===== config.mk =====
export PLATFORM = sky130hd
export DESIGN_NAME = adder_error_monitor
export DESIGN_NICKNAME = d
export VERILOG_FILES = /design/src/rtl/adder_eval_pkg.sv /design/src/rtl/abs_diff.sv /design/src/rtl/adder_error_monitor.sv
export SDC_FILE = /design/constraint.sdc
export NUM_CORES = 1
export LEC_CHECK = 0
export ABC_AREA = 1
export CAP_MARGIN = 20
export CORE_MARGIN = 2
export CORE_UTILIZATION = 60
export CTS_CLUSTER_SIZE = 12
export DETAILED_ROUTE_END_ITERATION = 6
export HOLD_SLACK_MARGIN = 0.03
export PLACE_DENSITY = 0.85
export SYNTH_ARGS = -nofsm -noshare
export SYNTH_HDL_FRONTEND = slang
export SYNTH_SLANG_ARGS = --single-unit

===== constraint.sdc =====
create_clock -name clk -period 7.25 [get_ports clk]
set_input_delay 1.0875 -clock clk [delete_from_list [all_inputs] [get_ports clk]]
set_output_delay 1.0875 -clock clk [all_outputs]
set_load 0.02 [all_outputs]

===== src/rtl/adder_eval_pkg.sv =====
`default_nettype none
// adder_eval_pkg: shared state encoding, drain depth and saturating add for the adder error monitor.
// Optional macro SQ_ERR_EN deepens the pipeline by one stage. Rev 1.0
package adder_eval_pkg;

  typedef enum logic [1:0] {
    IDLE  = 2'd0,
    RUN   = 2'd1,
    DRAIN = 2'd2,
    DONE  = 2'd3
  } state_t;

`ifdef SQ_ERR_EN
  localparam int DRAIN_DEPTH = 3;
`else
  localparam int DRAIN_DEPTH = 2;
`endif

  // Callers zero-extend operands to 64 bits and cast the result back to their width.
  function automatic logic [63:0] sat_add(input logic [63:0] a,
                                          input logic [63:0] b,
                                          input logic [63:0] lim);
    logic [64:0] sum;
    sum = {1'b0, a} + {1'b0, b};
    if (sum > {1'b0, lim}) return lim;
    return sum[63:0];
  endfunction

endpackage
`default_nettype wire


===== src/rtl/abs_diff.sv =====
`default_nettype none
// abs_diff: registered absolute difference of two W-bit unsigned operands.
// Rev 1.0
module abs_diff #(
  parameter int W = 17
) (
  input  logic         clk,
  input  logic         rst,
  input  logic         clr,
  input  logic [W-1:0] a,
  input  logic [W-1:0] b,
  output logic [W-1:0] d
);

  always_ff @(posedge clk) begin
    if (rst || clr) begin
      d <= '0;
    end else begin
      d <= (a >= b) ? (a - b) : (b - a);
    end
  end

endmodule
`default_nettype wire


===== src/rtl/adder_error_monitor.sv =====
`default_nettype none
// adder_error_monitor: windowed error metrics (count, error count, SED, max ED) for an approximate adder.
// Optional macro SQ_ERR_EN adds the saturating ssed output (sum of squared ED). Rev 1.0
module adder_error_monitor
  import adder_eval_pkg::*;
#(
  parameter int N      = 16,
  parameter int K      = 6,
  parameter int WINDOW = 1024,
  parameter int ACC_W  = 32
) (
  input  logic             clk,
  input  logic             rst,
  input  logic             start,
  input  logic             in_valid,
  output logic             in_ready,
  input  logic [N-1:0]     x,
  input  logic [N-1:0]     y,
  input  logic [N-1:0]     s,
  input  logic             co,
  output logic             busy,
  output logic             done,
  output logic [ACC_W-1:0] sample_cnt,
  output logic [ACC_W-1:0] err_cnt,
  output logic [ACC_W-1:0] lo_err_cnt,
  output logic [ACC_W-1:0] sed,
`ifdef SQ_ERR_EN
  output logic [2*(N+1)-1:0] ssed,
`endif
  output logic [N:0]       max_ed
);

  localparam int EW = N + 1;
  localparam logic [63:0] ACC_MAX = (64'd1 << ACC_W) - 64'd1;

  state_t           state;
  state_t           state_nx;
  logic [ACC_W-1:0] win_cnt;
  logic [1:0]       drain_cnt;
  logic             accept;
  logic             last_accept;

  assign accept      = in_valid && (state == RUN) && !start;
  assign last_accept = accept && (win_cnt == ACC_W'(WINDOW - 1));

  always_comb begin
    state_nx = state;
    case (state)
      IDLE:    state_nx = IDLE;
      RUN:     if (last_accept) state_nx = DRAIN;
      DRAIN:   if (drain_cnt == 2'(DRAIN_DEPTH - 1)) state_nx = DONE;
      DONE:    state_nx = DONE;
      default: state_nx = IDLE;
    endcase
    if (start) state_nx = RUN;
  end

  always_ff @(posedge clk) begin
    if (rst) begin
      state <= IDLE;
    end else begin
      state <= state_nx;
    end
  end

  always_ff @(posedge clk) begin
    if (rst || start) begin
      win_cnt <= '0;
    end else if (accept) begin
      win_cnt <= win_cnt + 1'b1;
    end
  end

  always_ff @(posedge clk) begin
    if (rst || state != DRAIN) begin
      drain_cnt <= '0;
    end else begin
      drain_cnt <= drain_cnt + 1'b1;
    end
  end

  assign in_ready = (state == RUN);
  assign busy     = (state == RUN) || (state == DRAIN);
  assign done     = (state == DONE);

  // Stage 1: exact and approximate sums.
  logic [EW-1:0] exact1;
  logic [EW-1:0] approx1;
  logic          v1;

  always_ff @(posedge clk) begin
    if (rst || start) begin
      exact1  <= '0;
      approx1 <= '0;
      v1      <= 1'b0;
    end else begin
      v1 <= accept;
      if (accept) begin
        exact1  <= {1'b0, x} + {1'b0, y};
        approx1 <= {co, s};
      end
    end
  end

  // Stage 2: error distance and compare flags.
  logic [EW-1:0] diff1;
  logic [EW-1:0] ed2;
  logic          v2;
  logic          err2;
  logic          lo2;

  assign diff1 = exact1 ^ approx1;

  abs_diff #(.W(EW)) u_abs_diff (
    .clk (clk),
    .rst (rst),
    .clr (start),
    .a   (exact1),
    .b   (approx1),
    .d   (ed2)
  );

  always_ff @(posedge clk) begin
    if (rst || start) begin
      v2   <= 1'b0;
      err2 <= 1'b0;
      lo2  <= 1'b0;
    end else begin
      v2   <= v1;
      err2 <= v1 && (diff1 != '0);
      lo2  <= v1 && (diff1 != '0) && ((diff1 >> K) == '0);
    end
  end

  logic          acc_v;
  logic          acc_err;
  logic          acc_lo;
  logic [EW-1:0] acc_ed;

`ifdef SQ_ERR_EN
  localparam logic [63:0] SQ_MAX = (64'd1 << (2 * EW)) - 64'd1;

  logic [2*EW-1:0] sq3;
  logic [EW-1:0]   ed3;
  logic            v3;
  logic            err3;
  logic            lo3;

  always_ff @(posedge clk) begin
    if (rst || start) begin
      sq3  <= '0;
      ed3  <= '0;
      v3   <= 1'b0;
      err3 <= 1'b0;
      lo3  <= 1'b0;
    end else begin
      sq3  <= (2*EW)'(ed2) * (2*EW)'(ed2);
      ed3  <= ed2;
      v3   <= v2;
      err3 <= err2;
      lo3  <= lo2;
    end
  end

  assign acc_v   = v3;
  assign acc_err = err3;
  assign acc_lo  = lo3;
  assign acc_ed  = ed3;

  always_ff @(posedge clk) begin
    if (rst || start) begin
      ssed <= '0;
    end else if (acc_v) begin
      ssed <= (2*EW)'(sat_add(64'(ssed), 64'(sq3), SQ_MAX));
    end
  end
`else
  assign acc_v   = v2;
  assign acc_err = err2;
  assign acc_lo  = lo2;
  assign acc_ed  = ed2;
`endif

  // Final stage: saturating accumulators; max_ed takes strictly larger distances only.
  always_ff @(posedge clk) begin
    if (rst || start) begin
      sample_cnt <= '0;
      err_cnt    <= '0;
      lo_err_cnt <= '0;
      sed        <= '0;
      max_ed     <= '0;
    end else if (acc_v) begin
      sample_cnt <= ACC_W'(sat_add(64'(sample_cnt), 64'd1, ACC_MAX));
      sed        <= ACC_W'(sat_add(64'(sed), 64'(acc_ed), ACC_MAX));
      if (acc_err) err_cnt    <= ACC_W'(sat_add(64'(err_cnt), 64'd1, ACC_MAX));
      if (acc_lo)  lo_err_cnt <= ACC_W'(sat_add(64'(lo_err_cnt), 64'd1, ACC_MAX));
      if (acc_ed > max_ed) max_ed <= acc_ed;
    end
  end

endmodule
`default_nettype wire


==> results.json, run 1 <==
{
  "final.setup.tns_ns": 0,
  "leakagePower_nw": 8.882,
  "clock_skew_ns": 0.01709,
  "area_growth_pct": 17.39,
  "topRoutingLayerUsed": "met4",
  "irDropWorstVdd_mv": 0.1633,
  "synth.distinct_cells": 49,
  "fp.dieH_um": 174.7,
  "clockPowerShare": 0.433,
  "worstHoldPathType": "flip-flop to flip-flop",
  "clock_sinks": 236,
  "arrival_ns": 4.09,
  "ant_nets": 0,
  "setup_violations": 0,
  "clk_latency_ns": 0.55,
  "syn_nets": 2924,
  "async_flop_share": 0,
  "critPathLaunchType": "flip-flop",
  "synth.avg_cell_area_um2": 6.306,
  "cts_root_buf": "clkbuf_16",
  "fmax_mhz": 277.5,
  "first_pass_iters": 5,
  "pwr_density_cell_nw_per_um2": 154.0,
  "drv_cap": 0,
  "r2r_setup_slack_ns": 3.65,
  "insertedDiodeCount": 0,
  "start_util": 0.6090,
  "core_um2": 28700,
  "hold_buffers": 0,
  "cts_buffers": 27,
  "critPathKind": "flip-flop to flip-flop",
  "p_sw_mw": 0.8638,
  "layout_common_cells": "nand2_1 (607), inv_1 (431), nor2_1 (344)",
  "antenna_found_initial": 0,
  "nNetsFinal": 3072,
  "synth_edf_count": 0,
  "h-tree-depth": 1,
  "wl_per_cell_um": 15.37,
  "io_buffer_count": 200,
  "rsz0062_at_grt": "no",
  "synthCells": 2772,
  "status": "finished, final reports clean",
  "timing.slew.headroom": 0.2588,
  "grt_max_degree": 117,
  "cts_tree": "done",
  "drv_slew": 0,
  "dieArea_um2": 30510,
  "cp_max_fo": 32,
  "internal_power_mw": 2.297,
  "synth.ff_latch_count": 236,
  "grt-ovfl-total": 0,
  "final_common_cell": "nand2_1",
  "track_usage": 0.3270,
  "finalHoldViolCount": 0,
  "p_seq_frac": 0.423,
  "rows": 62,
  "post-dp-hpwl_um": 38320,
  "ys.flop_type": "dfxtp_1",
  "die_x_um": 174.7,
  "avgViaCountPerCell": 5.513,
  "final_util": 0.7149,
  "pin_count": 201,
  "power.share.combinational": 0.144,
  "sw_frac_of_total": 0.2733,
  "cp.required_ns": 7.74,
  "worst_pin_slew_ns": 1.112,
  "drt_iter0_drc": 1594,
  "yosysWarnings": 0,
  "cts_resized": 0,
  "vias": 18320,
  "finalCriticalPeriod_ns": 3.604,
  "clkTransAtPathRegs_ns": 0.07,
  "wl_met2_um": 23930,
  "grt_pass1_wl_um": 84260,
  "grt_pass1_vias": 17470,
  "wl_um": 51090,
  "crit_path_end_kind": "flip-flop",
  "synth.cell_area_um2": 17480,
  "gp_congestion": 0.9487,
  "fin_crit_sh": 0.4970,
  "clk_path_buf_depth": 3,
  "met3WireLength_um": 3107,
  "cts_setup_buffers": 0,
  "ys_seq_area_frac": 0.2703,
  "drc_errors": 0,
  "wl_met1_um": 22510,
  "drive_above_1_share": 0.05920
}
-- worst max-delay path, cell delays in order (launching register included) --
cell     delay (ns)
dfxtp_1        0.57
ha_1           0.37
nand2_2        0.12
nor2_4         0.14
nand2_2        0.12
nor2_4         0.16
nand2_1        0.08
xor2_1         0.21
nand3_1        0.20
nor2_1         0.13
nand3_1        0.09
nor2_2         0.10
nand3_2        0.80
nand3_2        0.30
nand2_1        0.08
inv_1          0.05
-- power by group through the flow --
| stage | Sequential, mW | Combinational (mW) | Clock, mW |
|---|---|---|---|
| global placement | 1.36 | 0.435 | 0 |
| CTS | 1.34 | 0.447 | 1.38 |
| detailed placement | 1.37 | 0.444 | 0 |
| finish | 1.34 | 0.455 | 1.37 |
| floorplan | 1.36 | 0.325 | 0 |
| global route | 1.34 | 0.511 | 1.43 |
-- layer usage --
metal	vias to the layer above	track usage
li1	9195	-
met4	0	0.1010
met5	-	0
met1	8330	0.4273
met2	690	0.5657
met3	104	0.03677
-- final timing paths --
check | startpoint | endpoint | cells after the start
setup / recovery | sample_cnt[0]$_SDFFE_PP0P_ | sample_cnt[18]$_SDFFE_PP0P_ | 15
hold / removal | v1$_SDFF_PP0_ | acc_v$_SDFF_PP0_ | 2
setup reg to reg | sample_cnt[0]$_SDFFE_PP0P_ | sample_cnt[18]$_SDFFE_PP0P_ | 15
hold reg to reg | v1$_SDFF_PP0_ | acc_v$_SDFF_PP0_ | 2
-- cells by family (layout without fill, tap and decap cells) --
logic type,count (synthesis),count (layout),share of synthesized area
XOR/XNOR,93,93,0.04660
flip-flops,236,236,0.2703
adder cells (fa/ha/maj),99,99,0.07258
AO/OA/AOI/OAI,504,504,0.1550
buffers and inverters,530,697,0.1184
AND/OR/NAND/NOR,1310,1310,0.3372
-- synth_stat cells, types with 5 or more instances --
library cell,number,area [µm²]
a21boi_0,8,60.06
buf_1,5,18.77
ha_1,95,1189
buf_2,7,35.03
a31oi_1,17,106.4
nand3_1,120,600.6
nor2_1,345,1295
nor4_1,14,87.58
inv_2,10,37.54
nand3_2,63,630.6
clkbuf_1,66,247.7
a21oi_1,231,1156
o21ai_0,194,970.9
a21oi_2,6,52.55
inv_1,431,1618
a21o_1,7,52.55
o21a_1,6,45.04
o21bai_1,7,52.55
nor2_4,8,90.09
xor2_1,70,613.1
or2_2,5,31.28
nand4_1,48,300.3
buf_6,9,101.4
nand3b_1,5,37.54
nor3_1,57,285.3
nand2_2,10,62.56
nand2_1,607,2278
xnor2_1,23,201.4
o211ai_1,10,75.07
dfxtp_1,236,4725
nor2_2,14,87.58
-- stage by stage --
step                area [µm²]  hold slack (ns)  instances  total power, mW  setup WS, ns
floorplan                17480           0.4047       2772            1.681         4.057
global placement         19610           0.4095       3274            1.799         3.377
detailed placement       19610           0.4178       3274            1.809         3.252
CTS                      20490           0.4155       3322            3.164         3.698
global route             20520           0.4304       3323            3.278         3.251
finish                   20520           0.4108       3323            3.161         3.646
-- sequential cells by signal, summed over array words and instances (netlist names) --
name / count
max_ed: 17
err_cnt: 32
sed: 32
lo_err_cnt: 32
v1: 1
win_cnt: 32
u_abs_diff.d: 17
acc_err: 1
acc_v: 1
approx1: 17
exact1: 17
state: 2
sample_cnt: 32
drain_cnt: 2
acc_lo: 1
-- cell type report --
type / count / area, µm²
Clock inverter: 8 / 71.32
Sequential cell: 236 / 4726
Fill cell: 2417 / 8183
Multi-Input combinational cell: 2006 / 10690
Timing Repair Buffer: 207 / 2074
Tap cell: 384 / 480.5
Inverter: 442 / 1659
Clock buffer: 40 / 814.5
(Power assumes the default switching activity.)
==> run 2: changes to the inputs <==
--- a/config.mk
+++ b/config.mk
@@ -8,11 +8,11 @@
 export ABC_AREA = 1
 export CAP_MARGIN = 20
 export CORE_MARGIN = 2
-export CORE_UTILIZATION = 60
+export CORE_UTILIZATION = 52
 export CTS_CLUSTER_SIZE = 12
 export DETAILED_ROUTE_END_ITERATION = 6
 export HOLD_SLACK_MARGIN = 0.03
-export PLACE_DENSITY = 0.85
+export PLACE_DENSITY = 0.78
 export SYNTH_ARGS = -nofsm -noshare
 export SYNTH_HDL_FRONTEND = slang
 export SYNTH_SLANG_ARGS = --single-unit
==> constraint.sdc (replaced) <==
create_clock -name clk -period 3.04 [get_ports clk]
set_input_delay 0.456 -clock clk [delete_from_list [all_inputs] [get_ports clk]]
set_output_delay 0.456 -clock clk [all_outputs]
set_load 0.02 [all_outputs]
==> results.json, run 2 (same netlist as run 1, synthesis figures left out) <==
{
  "finalHoldViolCount": 0,
  "worstHoldPathType": "flip-flop to flip-flop",
  "drv_slew": 0,
  "fin_crit_sh": 0.9062,
  "grt_pass1_wl_um": 83450,
  "r2r-start": "lo_err_cnt[1]$_SDFFE_PP0P_",
  "cts_tree": "done",
  "core_um2": 33280,
  "dp_worst_setup_slack_ns": -0.06267,
  "critPathLaunchType": "flip-flop",
  "timing.slew.headroom": 0.3922,
  "pwr_density_cell_nw_per_um2": 369.6,
  "fin_ws_ns": 0.2850,
  "worst_pin_slew_ns": 0.9107,
  "post-dp-hpwl_um": 37630,
  "cp_max_fo": 19,
  "drt_iter0_drc": 1367,
  "wl_um": 49750,
  "clkTransAtPathRegs_ns": 0.06,
  "irDropWorstVdd_mv": 0.4324,
  "fp.dieH_um": 187.3,
  "worstHoldStart": "drain_cnt[0]$_SDFF_PP0_",
  "die_x_um": 187.3,
  "io_buffer_count": 200,
  "rows": 67,
  "clk_path_buf_depth": 3,
  "vias": 18350,
  "cts_root_buf": "clkbuf_16",
  "r2r_setup_slack_ns": 0.29,
  "leakagePower_nw": 9.041,
  "clock_sinks": 236,
  "track_usage": 0.2802,
  "h-tree-depth": 1,
  "clk_latency_ns": 0.56,
  "rsz0062_at_grt": "no",
  "drc_errors": 0,
  "drv_cap": 0,
  "final_common_cell": "nand2_1",
  "grt_max_degree": 161,
  "crit_start": "lo_err_cnt[1]$_SDFFE_PP0P_",
  "cts_buffers": 28,
  "wl_per_cell_um": 14.57,
  "nNetsFinal": 3097,
  "layout_common_cells": "nand2_1 (606), inv_1 (430), nor2_1 (343)",
  "cp.required_ns": 3.50,
  "grt_pass1_vias": 17600,
  "gp_congestion": 0.9536,
  "pin_count": 201,
  "crit_path_end_kind": "flip-flop",
  "dieArea_um2": 35100,
  "area_growth_pct": 19.45,
  "clock_skew_ns": 0.009495,
  "arrival_ns": 3.21,
  "ant_nets": 0,
  "final.setup.tns_ns": 0,
  "status": "finished, final reports clean",
  "grt-ovfl-total": 0,
  "fmax_mhz": 363.0,
  "fillCellCount": 3113,
  "avgViaCountPerCell": 5.373,
  "finalCriticalPeriod_ns": 2.755,
  "start_util": 0.5252,
  "setup_violations": 0,
  "drive_above_1_share": 0.07044,
  "critPathKind": "flip-flop to flip-flop",
  "antenna_found_initial": 0,
  "first_pass_iters": 7,
  "insertedDiodeCount": 0
}
## run 2: changes by cell type in the layout (fill, tap and decap cells not counted), moves of 2 or more
cell       delta
buf_12        +3
buf_4        +22
clkbuf_1      -2
clkbuf_16     +2
clkbuf_8      -3
clkinv_2      +7
## run 2: per-layer routing
layer	global-route usage	vias up	share of wire
li1	-	9266	-
met1	0.3599	8399	0.44
met2	0.4843	584	0.47
met3	0.03696	100	0.058
met4	0.09402	0	0.031
met5	0	-	0
## run 2: worst paths after layout
kind / depth (start not counted) / to
setup / recovery: 16 / lo_err_cnt[0]$_SDFFE_PP0P_
hold / removal: 1 / drain_cnt[0]$_SDFF_PP0_
setup reg to reg: 16 / lo_err_cnt[0]$_SDFFE_PP0P_
hold reg to reg: 1 / drain_cnt[0]$_SDFF_PP0_
## run 2: metrics by stage
stage	hold WS (ns)	utilization	instance area (µm²)	instances	power (mW)
2_1_floorplan	0.4047	-	17480	2772	4.009
3_3_place_gp	0.4166	0.5976	19890	3360	4.313
3_5_place_dp	0.4250	0.5976	19890	3360	4.335
4_1_cts	0.4331	0.6262	20840	3412	7.751
5_1_grt	0.4687	0.6274	20880	3415	8.066
6_report	0.4343	0.6274	20880	3415	7.719
## run 2: timing repair
action	4_1_cts	5_1_grt
hold buffers	0	0
setup endpoints to repair	1	34
resized for setup	1	6
setup buffers	0	3
## run 2: where the power goes
| group | internal [mW] | switching [mW] |
|---|---|---|
| logic | 0.449 | 0.677 |
| clock network | 2.05 | 1.36 |
| registers | 3.14 | 0.0519 |
## run 2: cell type report
class	instances	area [µm²]	share of cell area
multi-input combinational	2006	10720	0.5132
sequential	236	4726	0.2263
timing repair buffer	231	2272	0.1088
inverter	442	1663	0.07963
clock buffer	37	815.8	0.03907
tap	448	560.5	0.02684
clock inverter	15	128.9	0.006172
## run 2: worst max-delay path, stage by stage (launching register included)
cell	delay (ns)
dfxtp_1	0.46
ha_1	0.28
nand2_1	0.12
nor2_4	0.15
nand2_2	0.09
nor2_4	0.13
nand2_2	0.11
nor2_2	0.13
xor2_1	0.20
nand3_1	0.10
nor2_1	0.13
nand3_1	0.10
nand3_2	0.09
buf_4	0.29
nand3_1	0.12
nand2_1	0.09
inv_1	0.04
==> run 3: changes to the inputs <==
--- a/config.mk
+++ b/config.mk
@@ -5,10 +5,9 @@
 export SDC_FILE = /design/constraint.sdc
 export NUM_CORES = 1
 export LEC_CHECK = 0
-export ABC_AREA = 1
 export CAP_MARGIN = 20
 export CORE_MARGIN = 2
-export CORE_UTILIZATION = 52
+export CORE_UTILIZATION = 51
 export CTS_CLUSTER_SIZE = 12
 export DETAILED_ROUTE_END_ITERATION = 6
 export HOLD_SLACK_MARGIN = 0.03
==> results.json, run 3 <==
{
  "gp_congestion": 0.9542,
  "synth.ff_latch_count": 236,
  "critPathKind": "flip-flop to flip-flop",
  "status": "finished with violations",
  "sw_frac_of_total": 0.2499,
  "synth.cell_area_um2": 14660,
  "muxShareOfSynthArea": 0.02373,
  "hold_path_depth": 1,
  "synth_edf_count": 0,
  "wl_per_cell_um": 17.75,
  "ys_seq_area_frac": 0.3224,
  "internal_power_mw": 5.827,
  "yosys.area_share.xor_xnor": 0.04482,
  "antenna_found_initial": 0,
  "cp_max_fo": 8,
  "ff2ff_path_depth": 12,
  "grt_max_degree": 39,
  "die_x_um": 173.5,
  "vias": 16150,
  "fin_area_um2": 20650,
  "ys_top_cells_by_count": "dfxtp_1 (236), nand2_1 (192), a21oi_1 (186)",
  "rsz0062_at_grt": "yes",
  "p_seq_frac": 0.406,
  "grt_pass1_wl_um": 73710,
  "r2r_end": "err_cnt[27]$_SDFFE_PP0P_",
  "finalHoldViolCount": 0,
  "total_power_mw": 7.768,
  "clock_skew_ns": 0.01146,
  "synth.largest_area_cell": "dfxtp_1",
  "track_usage": 0.2891,
  "synth.distinct_cells": 76,
  "pwr_density_cell_nw_per_um2": 376.2,
  "cts_tree": "done",
  "synthAdderAreaFrac": 0.08657,
  "synth_compound_area_frac": 0.2237,
  "arrival_ns": 3.53,
  "rows": 62,
  "power.share.combinational": 0.147,
  "fin_ws_ns": -0.04810,
  "hold_buffers": 0,
  "dpl-instance-area_um2": 18610,
  "final_common_cell": "buf_4",
  "clk_latency_ns": 0.54,
  "dp_worst_setup_slack_ns": -0.3529,
  "fp.dieH_um": 173.5,
  "dieArea_um2": 30110,
  "synthCells": 1880,
  "ys.flop_type": "dfxtp_1",
  "finalCriticalPeriod_ns": 3.088,
  "yosys.area_share.simple": 0.2478,
  "cts_root_buf": "clkbuf_16",
  "setup_violations": 8,
  "avgViaCountPerCell": 6.007,
  "p_sw_mw": 1.941,
  "io_buffer_count": 200,
  "drv_slew": 0,
  "first_pass_iters": 5,
  "critPathTopFamily": "compound AO/OA/AOI/OAI gates",
  "yosys.area.top_type_share": 0.3224,
  "worstHoldPathType": "flip-flop to flip-flop",
  "synthTopCellsByArea": "dfxtp_1 (32%), ha_1 (8.1%), a21oi_1 (6.4%)",
  "worst_pin_slew_ns": 0.7980,
  "critPathBufInv": 3,
  "start_util": 0.5148,
  "cp.required_ns": 3.49,
  "final.setup.tns_ns": -0.1844,
  "r2r_setup_slack_ns": -0.05,
  "drc_errors": 0,
  "fillCellCount": 2111,
  "clock_sinks": 236,
  "min_to": "drain_cnt[0]$_SDFF_PP0_",
  "drt_iter0_drc": 1608,
  "layout_common_cells": "buf_4 (248), dfxtp_1 (212), clkdlybuf4s50_1 (200)",
  "crit_path_end_kind": "flip-flop",
  "area_growth_pct": 40.90,
  "leakagePower_nw": 7.802,
  "clk_path_buf_depth": 3,
  "drv_cap": 0,
  "synth_top_family_by_area": "simple AND/OR/NAND/NOR gates",
  "ant_nets": 0,
  "timing.slew.headroom": 0.4631,
  "r2r-start": "err_cnt[1]$_SDFFE_PP0P_",
  "fin_crit_sh": 1.016,
  "pin_count": 201,
  "final_util": 0.7253,
  "cts_buffers": 28,
  "synth.avg_cell_area_um2": 7.795,
  "grt_pass1_vias": 15040,
  "wl_um": 47720,
  "crit_top_cell": "buf_4",
  "irDropWorstVdd_mv": 0.3451,
  "h-tree-depth": 1,
  "clockPowerShare": 0.447,
  "core_um2": 28470,
  "post-dp-hpwl_um": 33720,
  "yosysWarnings": 0,
  "grt-ovfl-total": 0,
  "yosys.cell_count.top_type": "dfxtp_1",
  "fmax_mhz": 323.8,
  "cp_cell_sequence": "ha_4 -> and4_4 -> nand4_1 -> or3_4 -> a22oi_2 -> o2111ai_2 -> a2111oi_2 -> buf_4 -> nor3_1 -> buf_4 -> buf_4 -> a311oi_1",
  "worstHoldStart": "drain_cnt[0]$_SDFF_PP0_",
  "nNetsFinal": 2438,
  "clkTransAtPathRegs_ns": 0.06,
  "crit_path_top_delay_cell": "dfxtp_4",
  "critPathLaunchType": "flip-flop",
  "slowest_delay_ns": 0.39,
  "violations": "negative setup slack",
  "syn_nets": 2032,
  "drive_above_1_share": 0.2113,
  "insertedDiodeCount": 0,
  "async_flop_share": 0
}
run 3: cell count changes after synthesis, moves of 22 or more:
cell	change
and3_1	+46
nor2_1	-161
nand3_1	-39
a211oi_1	+22
nand2b_1	+22
inv_1	-340
nand2_1	-415
xor2_1	-29
mux2i_1	+28
a21oi_1	-45
a311oi_1	+28
nand3_2	-62
o21ai_0	-85
run 3: cell families after synthesis:
group,count (synthesis)
buf+inv,191
fa+ha+maj,99
simple gates,731
mux,34
xor+xnor,75
compound gates,514
flops,236
run 3: final cells by class:
class                   instances  area, µm²  area share
clock buffers                  39      833.3     0.04036
multi-input cells            1456       9897      0.4793
flip-flops and latches        236       4767      0.2309
well taps                     384      480.5     0.02327
clock inverters                10      127.6    0.006181
repair buffers                473       4202      0.2035
inverters                      91      341.6     0.01654
run 3: power groups by stage:
stage                     Sequential [mW]  Clock [mW]  Combinational [mW]
after detailed placement             3.23           0               0.987
after global routing                 3.16        3.65                1.23
final                                3.16        3.47                1.14
after floorplan                      3.21           0               0.621
after global placement               3.23           0               0.970
after CTS                            3.16        3.52                1.01
run 3: how the worst max path moves through the flow:
stage | slack [ns] | start | endpoint | cells past startpoint
global route | -0.16 | exact1[12]$_SDFFE_PP0P_ | u_abs_diff.d[14]$_SDFF_PP0_ | 14
global placement | -0.24 | y[0] | exact1[16]$_SDFFE_PP0P_ | 14
CTS | -0.02 | err_cnt[0]$_SDFFE_PP0P_ | err_cnt[25]$_SDFFE_PP0P_ | 13
detailed placement | -0.35 | y[0] | exact1[16]$_SDFFE_PP0P_ | 14
finish | -0.05 | err_cnt[1]$_SDFFE_PP0P_ | err_cnt[27]$_SDFFE_PP0P_ | 12
floorplan | 0.002 | lo_err_cnt[0]$_SDFFE_PP0P_ | lo_err_cnt[7]$_SDFFE_PP0P_ | 13
run 3: routing by layer:
metal	vias up	global-route usage	routed length, µm
met5	-	0	0
met4	0	0.1031	1662
met3	141	0.03421	3636
met2	799	0.4972	22950
met1	7571	0.3744	19470
li1	7641	-	-
run 3: stage by stage:
stage          cells  hold slack [ns]
2_1_floorplan   1880           0.3982
3_3_place_gp    2602           0.4074
3_5_place_dp    2602           0.4164
4_1_cts         2656           0.4250
5_1_grt         2689           0.4343
6_report        2689           0.4239
run 3: repair_timing:
| action | in CTS | in global routing |
|---|---|---|
| endpoints found under the setup margin | 50 | 122 |
| pin swaps | 9 | 65 |
| gates cloned | 2 | 6 |
| gates resized for setup | 17 | 163 |
| buffers inserted | 3 | 30 |
| hold endpoints to repair | 0 | 0 |
